[src/rtl/regfile_wb_arbiter.sv]
// regfile_wb_arbiter
//   Shares the register file's single write port between two writeback
//   requesters (req0 = ALU, req1 = load unit) and tracks a per-register
//   pending-write count so the issue stage can detect RAW hazards.
//
//   Optional feature macro: WB_BYPASS_EN
//     When defined, a source register whose only outstanding write is being
//     committed this cycle is forwarded from rf_wdata instead of stalling.
//     When undefined, fwd outputs are tied to zero.
//
// Ports
//   clk, rst_n                       clock (rising edge), async active-low reset
//   req0_valid/rd/data, req0_ready   ALU writeback request / accept
//   req1_valid/rd/data, req1_ready   load writeback request / accept
//   alloc_valid/rd, alloc_ready      destination reservation from issue
//   rs1, rs2                         issue-stage source registers
//   stall                            RAW hazard on rs1 or rs2
//   fwd1_valid/data, fwd2_valid/data bypass data for rs1 / rs2
//   rf_we, rf_rd, rf_wdata           register file write port
module regfile_wb_arbiter #(
    parameter int DATA_W = 32,
    parameter int ADDR_W = 5,
    parameter int NREG   = 32,
    parameter int CNT_W  = 2
) (
    input  logic              clk,
    input  logic              rst_n,
    input  logic              req0_valid,
    input  logic [ADDR_W-1:0] req0_rd,
    input  logic [DATA_W-1:0] req0_data,
    output logic              req0_ready,
    input  logic              req1_valid,
    input  logic [ADDR_W-1:0] req1_rd,
    input  logic [DATA_W-1:0] req1_data,
    output logic              req1_ready,
    input  logic              alloc_valid,
    input  logic [ADDR_W-1:0] alloc_rd,
    output logic              alloc_ready,
    input  logic [ADDR_W-1:0] rs1,
    input  logic [ADDR_W-1:0] rs2,
    output logic              stall,
    output logic              fwd1_valid,
    output logic [DATA_W-1:0] fwd1_data,
    output logic              fwd2_valid,
    output logic [DATA_W-1:0] fwd2_data,
    output logic              rf_we,
    output logic [ADDR_W-1:0] rf_rd,
    output logic [DATA_W-1:0] rf_wdata
);

    localparam logic [CNT_W-1:0] CNT_MAX = '1;
    localparam logic [CNT_W-1:0] CNT_ONE = CNT_W'(1);

    logic [CNT_W-1:0]  cnt [NREG];
    logic              rr_ptr;       // 0: req0 wins next contention
    logic              grant0;
    logic              grant1;
    logic [ADDR_W-1:0] sel_rd;
    logic [DATA_W-1:0] sel_data;
    logic [CNT_W-1:0]  cnt_rs1;
    logic [CNT_W-1:0]  cnt_rs2;
    logic [CNT_W-1:0]  cnt_alloc;
    logic              alloc_acc;
    logic              byp1;
    logic              byp2;
    logic [NREG-1:0]   inc_vec;
    logic [NREG-1:0]   dec_vec;

    // Arbitration
    always_comb begin
        grant0 = req0_valid && (!req1_valid || !rr_ptr);
        grant1 = req1_valid && (!req0_valid ||  rr_ptr);
        sel_rd   = grant1 ? req1_rd   : req0_rd;
        sel_data = grant1 ? req1_data : req0_data;
    end

    assign req0_ready = grant0;
    assign req1_ready = grant1;

    // Counter lookups; indices beyond NREG read as idle
    always_comb begin
        cnt_rs1   = (int'(rs1)      < NREG) ? cnt[rs1]      : '0;
        cnt_rs2   = (int'(rs2)      < NREG) ? cnt[rs2]      : '0;
        cnt_alloc = (int'(alloc_rd) < NREG) ? cnt[alloc_rd] : '0;
    end

    // A saturated counter can still take an alloc when a commit to the same
    // register frees a slot this cycle (net change zero).
    always_comb begin
        alloc_ready = (alloc_rd == '0) || (cnt_alloc != CNT_MAX) ||
                      (rf_we && (rf_rd == alloc_rd));
        alloc_acc   = alloc_valid && alloc_ready && (alloc_rd != '0);
    end

    always_comb begin
        inc_vec = '0;
        dec_vec = '0;
        for (int unsigned r = 1; r < NREG; r++) begin
            inc_vec[r] = alloc_acc && (alloc_rd == ADDR_W'(r));
            // commit to an idle counter is a protocol error: hold at zero
            dec_vec[r] = rf_we && (rf_rd == ADDR_W'(r)) && (cnt[r] != '0);
        end
    end

`ifdef WB_BYPASS_EN
    always_comb begin
        byp1 = rf_we && (rs1 != '0) && (rf_rd == rs1) && (cnt_rs1 == CNT_ONE) &&
               !(alloc_acc && (alloc_rd == rs1));
        byp2 = rf_we && (rs2 != '0) && (rf_rd == rs2) && (cnt_rs2 == CNT_ONE) &&
               !(alloc_acc && (alloc_rd == rs2));
        fwd1_valid = byp1;
        fwd1_data  = byp1 ? rf_wdata : '0;
        fwd2_valid = byp2;
        fwd2_data  = byp2 ? rf_wdata : '0;
    end
`else
    always_comb begin
        byp1       = 1'b0;
        byp2       = 1'b0;
        fwd1_valid = 1'b0;
        fwd1_data  = '0;
        fwd2_valid = 1'b0;
        fwd2_data  = '0;
    end
`endif

    always_comb begin
        stall = ((rs1 != '0) && (cnt_rs1 != '0) && !byp1) ||
                ((rs2 != '0) && (cnt_rs2 != '0) && !byp2);
    end

    // Output stage and round-robin pointer
    always_ff @(posedge clk or negedge rst_n) begin
        if (!rst_n) begin
            rf_we    <= 1'b0;
            rf_rd    <= '0;
            rf_wdata <= '0;
            rr_ptr   <= 1'b0;
        end else begin
            rf_we <= (grant0 || grant1) && (sel_rd != '0);
            if (grant0 || grant1) begin
                rf_rd    <= sel_rd;
                rf_wdata <= sel_data;
            end
            if (req0_valid && req1_valid) begin
                rr_ptr <= ~rr_ptr;
            end
        end
    end

    // Pending-write counters
    always_ff @(posedge clk or negedge rst_n) begin
        if (!rst_n) begin
            for (int unsigned r = 0; r < NREG; r++) begin
                cnt[r] <= '0;
            end
        end else begin
            for (int unsigned r = 1; r < NREG; r++) begin
                if (inc_vec[r] && !dec_vec[r]) begin
                    cnt[r] <= cnt[r] + CNT_ONE;
                end else if (dec_vec[r] && !inc_vec[r]) begin
                    cnt[r] <= cnt[r] - CNT_ONE;
                end
            end
        end
    end

endmodule

[config.mk]
export PLATFORM = sky130hd
export DESIGN_NAME = regfile_wb_arbiter
export DESIGN_NICKNAME = d
export VERILOG_FILES = /design/src/rtl/regfile_wb_arbiter.sv
export SDC_FILE = /design/constraint.sdc
export NUM_CORES = 1
export LEC_CHECK = 0
export CORE_MARGIN = 2
export CORE_UTILIZATION = 40
export CTS_CLUSTER_DIAMETER = 150
export DETAILED_ROUTE_END_ITERATION = 12
export PLACE_DENSITY = 0.69
export SLEW_MARGIN = 20
export SYNTH_ARGS = -nofsm -noshare
export SYNTH_HDL_FRONTEND = slang
export SYNTH_SLANG_ARGS = --single-unit
[constraint.sdc]
create_clock -name clk -period 3.1 [get_ports clk]
set_input_delay 0.465 -clock clk [delete_from_list [all_inputs] [get_ports clk]]
set_output_delay 0.465 -clock clk [all_outputs]
set_load 0.02 [all_outputs]
==> results.toml, run 1 <==
[setup_path]
critPathMaxStageDelay_ns = 0.51
crit_path_start_kind = "input port"
rr_startpoint = "cnt[45]$_DFFE_PN0P_"
crit_buf_inv = 3
slowest_stage = "clkdlybuf4s50_1"
worstPathCellList = "clkdlybuf4s50_1 -> buf_12 -> buf_12 -> nand3_1 -> o211ai_1 -> o211ai_1 -> and4_1 -> nor2_1 -> nor3_1 -> ha_1 -> xor2_1 -> nor2_1 -> xor2_1"
critPathLaunch = "alloc_rd[1]"
arrival_ns = 3.23
critical_path_class = "in -> reg"
critPathCaptureType = "flop"
crit_required_ns = 3.37
cp_max_fo = 21
crit_family = "simple AND/OR/NAND/NOR gates"

[clock_tree]
path_clk_slew_ns = 0.07
cts-htree-levels = 3
ctsResizeCount = 4
cts_buffers = 9
cts_tree = "yes"
post-cts-setup-buffers = 0
clockBufferDepth = 2
numClockSinks = 101
ctsHoldBuffers = 0
clk_latency_ns = 0.36
root_buffer = "clkbuf_16"

[layout]
multi_input_area_um2 = 3950
syn_to_final_growth_pct = 27.5
nets = 1054
layout-drive-gt1-share = 0.0878
n_fill_cell = 1629
final_common_cell = "clkdlybuf4s50_1"
stdcell_area_um2 = 8910
layout_common_cells = "clkdlybuf4s50_1 (131), nor2_1 (120), dfrtp_1 (101)"
layout.cells.non_filler = 1159
seq_area_um2 = 2530
insertedDiodeCount = 0

[placement]
place_area_um2 = 8550
pre_cts_slack_ns = -0.331
dp_hpwl_mm = 14.9
routabilityCongestion = 0.971
placed_cells = 1143
port_buffers = 135

[timing]
worst_slew_pin_slew_ns = 0.779
rsz0062_at_grt = "false"
fin_ws_ns = 0.140
maxSlewHeadroom = 0.479
fin_crit_sh = 0.955
slew_viol_final = 0
finalSetupViolations = 0
fin_crit_ns = 2.96
hold_viol_final = 0
skew_ns = 0.00822
max_freq_mhz = 338
fin_setup_tns_ns = 0

[detailed_routing]
route.detailed.drc = 0
initialDrtViolationCount = 531
vias = 6215
wl_per_cell_um = 16.9
drtPass1Iterations = 6
drt_wl_total_mm = 19.6
vias_per_cell = 5.36
ant_nets = 0

[die]
die-area_um2 = 18500
fp.coreArea_um2 = 17200
core.rowCount = 48
io_pins = 202
die_x_um = 136
start_util = 0.407
chipHeight_um = 136

[synthesis]
synthArstFlopShare = 1.00
synthDistinctLibCells = 45
ys_seq_area_frac = 0.362
netlist_instances = 791
avgSynthCellArea_um2 = 8.84
yosys_most_used_dff = "dfrtp_1"
netlist_area_um2 = 6990
ys_warn_count = 2
ys_seq_elements = 101
synth_edf_count = 0

[global_route]
first_global_vias = 5917
grt.total_usage = 0.217
grt_max_degree = 50
grt_pass1_wl_mm = 31.1
overflow = 0
antenna_found_initial = 0

[run]
max-cap-violations = 0

[pwr]
total_power_mw = 6.10
combPwrFrac = 0.376
clkPwrFrac = 0.204
switchingPower_mw = 2.45
total_leakage_power_nw = 3.58
ir_drop_uv = 313
p_sw_frac = 0.402
internal-power_mw = 3.65
p_seq_frac = 0.420
cellPowerDensity_nw_per_um2 = 684

[hold_path]
hold_path.class = "in -> async"

[status]
status = "finished clean"
final timing paths:
path / endpoint / cells past startpoint / slack, ns
worst max-delay path: cnt[31]$_DFFE_PN0P_ / 13 / 0.14
worst min-delay path: cnt[6]$_DFFE_PN0P_ / 1 / 0.12
worst max register to register: cnt[47]$_DFFE_PN0P_ / 10 / 0.31
worst min register to register: cnt[17]$_DFFE_PN0P_ / 1 / 0.50
max in group asynchronous: rf_we$_DFF_PN0_ / 2 / 2.12
min in group clk: cnt[17]$_DFFE_PN0P_ / 1 / 0.50
metal layers:
metal  GRT usage  vias to the layer above  wire (um)
met3      0.0604                       35       1890
met4      0.0689                        0        444
met2       0.332                      325       8840
met1       0.297                     2929       8460
met5           0                        -          0
li1            -                     2926          -
synthesized netlist by cell type (all sizes together) (7+ instances only):
| cell | number | area share |
|---|---|---|
| a21oi | 33 | 0.024 |
| nand2b | 7 | 0.0063 |
| o211ai | 21 | 0.023 |
| nor3 | 48 | 0.034 |
| clkbuf | 41 | 0.022 |
| buf | 75 | 0.080 |
| ha | 31 | 0.055 |
| nor2 | 120 | 0.064 |
| nand2 | 30 | 0.016 |
| a31oi | 19 | 0.017 |
| nand3 | 15 | 0.011 |
| nand3b | 18 | 0.019 |
| dfrtp | 101 | 0.36 |
| a2111oi | 10 | 0.013 |
| inv | 20 | 0.011 |
| nor4 | 15 | 0.014 |
| xor2 | 62 | 0.078 |
| o21ai | 9 | 0.0064 |
| xnor2 | 37 | 0.046 |
| mux4 | 8 | 0.026 |
| a211oi | 9 | 0.0097 |
| o22ai | 33 | 0.030 |
power groups by stage:
stage | clock network [mW] | registers (mW) | logic (mW)
global placement | 0 | 2.54 | 2.24
detailed placement | 0 | 2.56 | 2.26
finish | 1.25 | 2.56 | 2.29
floorplan | 0 | 2.43 | 1.50
CTS | 1.28 | 2.55 | 2.27
global route | 1.33 | 2.64 | 2.50
registers in the layout (all words and copies together), names as in the netlist:
name      cells
rf_we         1
cnt          62
rf_wdata     32
rr_ptr        1
rf_rd         5
metrics by stage:
| step | utilization | hold WS (ns) |
|---|---|---|
| floorplan | - | 0.169 |
| global route | 0.519 | 0.182 |
| detailed placement | 0.498 | 0.486 |
| global placement | 0.498 | 0.479 |
| finish | 0.519 | 0.120 |
| CTS | 0.517 | 0.158 |
layout make-up:
| type | instances | area share |
|---|---|---|
| clock buffer | 10 | 0.0257 |
| multi-input combinational | 619 | 0.444 |
| tap | 225 | 0.0316 |
| sequential | 101 | 0.284 |
| inverter | 20 | 0.00842 |
| clock inverter | 6 | 0.0108 |
| timing repair buffer | 178 | 0.196 |
cells by family (layout without fill, tap and decap cells):
family          after synthesis  after routing  synth area share
simple gates                271            271             0.184
compound gates              142            142             0.133
buf+inv                     136            214             0.113
flops                       101            101             0.362
xor+xnor                     99             99             0.124
fa+ha+maj                    31             31            0.0555
mux                          10             10            0.0290
other cells                   1             66          0.000537
Power figures use the tool's default switching activity.
==> run 2, diff against run 1 <==
==> constraint.sdc (replaced) <==
create_clock -name clk -period 3.1 [get_ports clk]
set_input_delay 0.62 -clock clk [delete_from_list [all_inputs] [get_ports clk]]
set_output_delay 0.62 -clock clk [all_outputs]
set_load 0.02 [all_outputs]
==> results.toml, run 2 (synthesis gave the netlist of run 1 again) <==
[detailed_routing]
vias_per_cell = 5.28
drt_wl_total_mm = 20.0
initialDrtViolationCount = 492
ant_nets = 0
vias = 6199
route.detailed.drc = 0
drtPass1Iterations = 5
wl_per_cell_um = 17.1

[die]
core.rowCount = 48
start_util = 0.407
fp.coreArea_um2 = 17200
die_x_um = 136
die-area_um2 = 18500
io_pins = 202
chipHeight_um = 136

[status]
status = "finished clean"

[clock_tree]
clk_latency_ns = 0.36
numClockSinks = 101
cts_tree = "yes"
clockBufferDepth = 2
cts-htree-levels = 3
path_clk_slew_ns = 0.08
root_buffer = "clkbuf_16"
cts_buffers = 9

[timing]
fin_setup_tns_ns = 0
maxSlewHeadroom = 0.446
rsz0062_at_grt = "true"
skew_ns = 0.0133
fin_crit_ns = 3.04
hold_viol_final = 0
fin_crit_sh = 0.980
max_freq_mhz = 329
finalSetupViolations = 0
slew_viol_final = 0
worst_slew_pin_slew_ns = 0.829

[layout]
layout_common_cells = "clkdlybuf4s50_1 (129), nor2_1 (118), dfrtp_1 (101)"
nets = 1070
reg_top3 = "cnt x62, rf_wdata x32, rf_rd x5"
utilization = 0.536
max_flop_register = "cnt"
layout-drive-gt1-share = 0.125
largest_reg_flops = 62
syn_to_final_growth_pct = 31.7
insertedDiodeCount = 0
final_common_cell = "clkdlybuf4s50_1"
stdcell_area_um2 = 9210

[global_route]
first_global_vias = 5897
grt.total_usage = 0.215
antenna_found_initial = 0
overflow = 0
grt_pass1_wl_mm = 30.7
grt_max_degree = 39

[setup_path]
slowest_stage = "clkdlybuf4s50_1"
crit_path_start_kind = "input port"
crit_required_ns = 2.48
arrival_ns = 2.42
critPathCaptureType = "output port"
crit_buf_inv = 4
cp_max_fo = 12
critPathMaxStageDelay_ns = 0.51
crit_family = "buffers and inverters"
critical_path_class = "in -> out"
worstPathCellList = "clkdlybuf4s50_1 -> buf_12 -> mux4_2 -> a22oi_2 -> nand3_1 -> and3b_1 -> o21bai_4 -> inv_2 -> buf_6"

[pwr]
total_power_mw = 6.17
total_leakage_power_nw = 3.71
cellPowerDensity_nw_per_um2 = 670
ir_drop_uv = 412

[placement]
dp_hpwl_mm = 15.1
port_buffers = 135
routabilityCongestion = 0.919
place_area_um2 = 8640

[hold_path]
hold_path.class = "in -> async"

[run]
max-cap-violations = 0
run 2: changes by cell type in the layout (fill, tap and decap cells not counted), moves of 3 or more:
cell       change
nor3_2         +5
clkbuf_16      +3
inv_6          +3
nor3_1         -5
buf_4         +14
run 2: cell type report:
class                   instances  area [um^2]
well taps                     225          282
flip-flops and latches        101         2530
fillers                      1573         7970
clock buffers                   9          225
clock inverters                 7          100
repair buffers                194         1930
inverters                      20         75.1
multi-input cells             619         4070
run 2: per-stage QoR:
| stage | instances | setup slack [ns] | hold slack [ns] |
|---|---|---|---|
| after floorplan | 856 | 0.257 | 0.324 |
| after global placement | 1155 | -0.594 | 0.479 |
| after detailed placement | 1155 | -0.582 | 0.482 |
| after CTS | 1172 | 0.00370 | 0.197 |
| after global routing | 1175 | -0.0448 | 0.211 |
| final | 1175 | 0.0623 | 0.186 |
run 2: path summary, 6_finish.rpt:
| check | startpoint | to | slack [ns] | cells after the start |
|---|---|---|---|---|
| worst max-delay path | alloc_rd[1] | alloc_ready | 0.06 | 9 |
| max in group asynchronous | rst_n | cnt[45]$_DFFE_PN0P_ | 2.21 | 2 |
| min in group clk | cnt[27]$_DFFE_PN0P_ | cnt[27]$_DFFE_PN0P_ | 0.49 | 1 |
| worst max register to register | cnt[47]$_DFFE_PN0P_ | cnt[25]$_DFFE_PN0P_ | 0.40 | 11 |
| worst min-delay path | rst_n | rf_wdata[20]$_DFFE_PN0P_ | 0.19 | 1 |
| worst min register to register | cnt[27]$_DFFE_PN0P_ | cnt[27]$_DFFE_PN0P_ | 0.49 | 1 |
run 2: power breakdown:
part | internal, mW | leakage [nW] | switching, mW
clock | 0.655 | 0.158 | 0.569
combinational | 1.16 | 2.44 | 1.22
sequential | 1.82 | 1.11 | 0.742
run 2: worst register-to-register path, cell delays in order, from the launching register on:
cell and delay (ns):
dfrtp_1 0.45, mux4_2 0.50, a22oi_2 0.16, nand3_1 0.09, and3b_1 0.21, o21bai_4 0.19, buf_4 0.19, nor4_2 0.23
ha_1 0.20, xor2_1 0.18, nor2_1 0.07, xor2_1 0.14
run 2: routing by layer:
metal,up-vias,part of all wire,global-route usage
li1,2962,-,-
met2,320,0.46,0.336
met5,-,0,0
met4,0,0.017,0.0527
met3,27,0.093,0.0634
met1,2890,0.43,0.293
run 2: timing repair:
item / CTS / global route
pin swaps: 4 / 3
resized for setup: 23 / 26
cloned: 0 / 3
setup buffers: 1 / 0
hold buffers: 0 / 0
setup endpoints to repair: 13 / 12
==> run 3, diff against run 2 <==
CORE_ASPECT_RATIO = 1.5   (was unset)
==> results.toml, run 3 (synthesis gave the netlist of run 1 again) <==
[setup_path]
reg2reg_depth = 11
crit_required_ns = 2.48
cp_max_fo = 20
critPathCaptureType = "output port"
critical_path_class = "in -> out"
arrival_ns = 2.40
crit_path_start_kind = "input port"

[timing]
finalSetupViolations = 0
worst_slew_pin_slew_ns = 0.739
slew_viol_final = 0
maxSlewHeadroom = 0.505
max_freq_mhz = 332
fin_crit_sh = 0.973
skew_ns = 0.00756
fin_ws_ns = 0.0849
hold_viol_final = 0
fin_setup_tns_ns = 0
fin_crit_ns = 3.02

[clock_tree]
clockBufferDepth = 2
numClockSinks = 101
cts_tree = "yes"
cts_buffers = 9
path_clk_slew_ns = 0.07
ctsHoldBuffers = 0
cts-htree-levels = 3
root_buffer = "clkbuf_16"
clk_latency_ns = 0.35

[layout]
layout_common_cells = "clkdlybuf4s50_1 (126), nor2_1 (119), dfrtp_1 (101)"
max_flop_register = "cnt"
nets = 1067
reg_top3 = "cnt x62, rf_wdata x32, rf_rd x5"
largest_reg_flops = 62
n_fill_cell = 1609
layout-drive-gt1-share = 0.109
syn_to_final_growth_pct = 29.1
final_common_cell = "clkdlybuf4s50_1"
insertedDiodeCount = 0

[placement]
routabilityCongestion = 0.986
dp_hpwl_mm = 15.8
port_buffers = 135
pre_cts_slack_ns = -0.654

[die]
start_util = 0.406
io_pins = 202
die-area_um2 = 18600
die_x_um = 112
core.rowCount = 59
chipHeight_um = 166
fp.coreArea_um2 = 17200

[global_route]
first_global_vias = 6244
grt.total_usage = 0.221
overflow = 0
grt_pass1_wl_mm = 32.6
grt_max_degree = 45
antenna_found_initial = 0

[pwr]
p_seq_frac = 0.423
total_leakage_power_nw = 3.66
cellPowerDensity_nw_per_um2 = 674
clkPwrFrac = 0.188
switchingPower_mw = 2.49
combPwrFrac = 0.388
internal-power_mw = 3.60
ir_drop_uv = 423
p_sw_frac = 0.408

[detailed_routing]
wl_per_cell_um = 17.9
initialDrtViolationCount = 358
vias_per_cell = 5.38
ant_nets = 0
drtPass1Iterations = 4
vias = 6230
route.detailed.drc = 0
drt_wl_total_mm = 20.7

[status]
status = "finished clean"

[run]
max-cap-violations = 0

[hold_path]
hold_path.class = "in -> async"
## run 3: cell types whose count changed in the layout (fill, tap and decap cells not counted), moves of 3 or more
cell,previous run,this run
nor4_1,11,14
a2111oi_1,2,6
clkdlybuf4s50_1,129,126
dlygate4sd2_1,1,4
## run 3: timing repair
action / 4_1_cts / 5_1_grt
pin swaps: 1 / 8
setup buffers: 2 / 0
resized for setup: 19 / 19
setup endpoints to repair: 18 / 1
cloned: 1 / 1
## run 3: through the flow
step / hold WS [ns] / total power, mW / utilization / instances / instance area (um^2)
floorplan: 0.324 / 3.93 / - / 856 / 7230
global placement: 0.480 / 4.84 / 0.500 / 1140 / 8590
detailed placement: 0.481 / 4.88 / 0.500 / 1140 / 8590
CTS: 0.310 / 6.06 / 0.519 / 1158 / 8930
global route: 0.332 / 6.45 / 0.525 / 1159 / 9020
finish: 0.289 / 6.08 / 0.525 / 1159 / 9020
## run 3: per-layer routing
metal  vias to the layer above  share of wire  global-route usage
li1                       2945              -                   -
met1                      2955           0.37               0.252
met2                       283           0.51               0.391
met3                        47          0.076              0.0489
met4                         0          0.039               0.101
met5                         -              0                   0
## run 3: worst max-delay path: stages
cell             delay, ns
clkdlybuf4s50_1       0.45
buf_12                0.17
nor3_1                0.13
a21oi_1               0.08
mux4_2                0.48
a31oi_1               0.15
o2111ai_1             0.13
buf_4                 0.18
## run 3: layout make-up
class / count / area (um^2) / share of cell area
multi-input cells: 619 / 4000 / 0.443
flip-flops and latches: 101 / 2530 / 0.280
repair buffers: 191 / 1870 / 0.207
well taps: 213 / 267 / 0.0295
clock buffers: 10 / 229 / 0.0254
inverters: 20 / 75.1 / 0.00832
clock inverters: 5 / 60.1 / 0.00666
## run 3: power by group through the flow
stage | sequential, mW | combinational [mW] | clock [mW]
6_report | 2.58 | 2.36 | 1.15
5_1_grt | 2.66 | 2.56 | 1.22
4_1_cts | 2.56 | 2.34 | 1.17
3_5_place_dp | 2.57 | 2.31 | 0
3_3_place_gp | 2.56 | 2.29 | 0
2_1_floorplan | 2.43 | 1.50 | 0
## run 3: final timing paths
kind / start / end / slack, ns
max: rs2[1] / stall / 0.08
min reg2reg: cnt[27]$_DFFE_PN0P_ / cnt[27]$_DFFE_PN0P_ / 0.49
max in group asynchronous: rst_n / rf_rd[3]$_DFFE_PN0P_ / 2.09
min in group clk: cnt[27]$_DFFE_PN0P_ / cnt[27]$_DFFE_PN0P_ / 0.49
min: rst_n / rf_wdata[15]$_DFFE_PN0P_ / 0.29
max reg2reg: cnt[47]$_DFFE_PN0P_ / cnt[21]$_DFFE_PN0P_ / 0.39
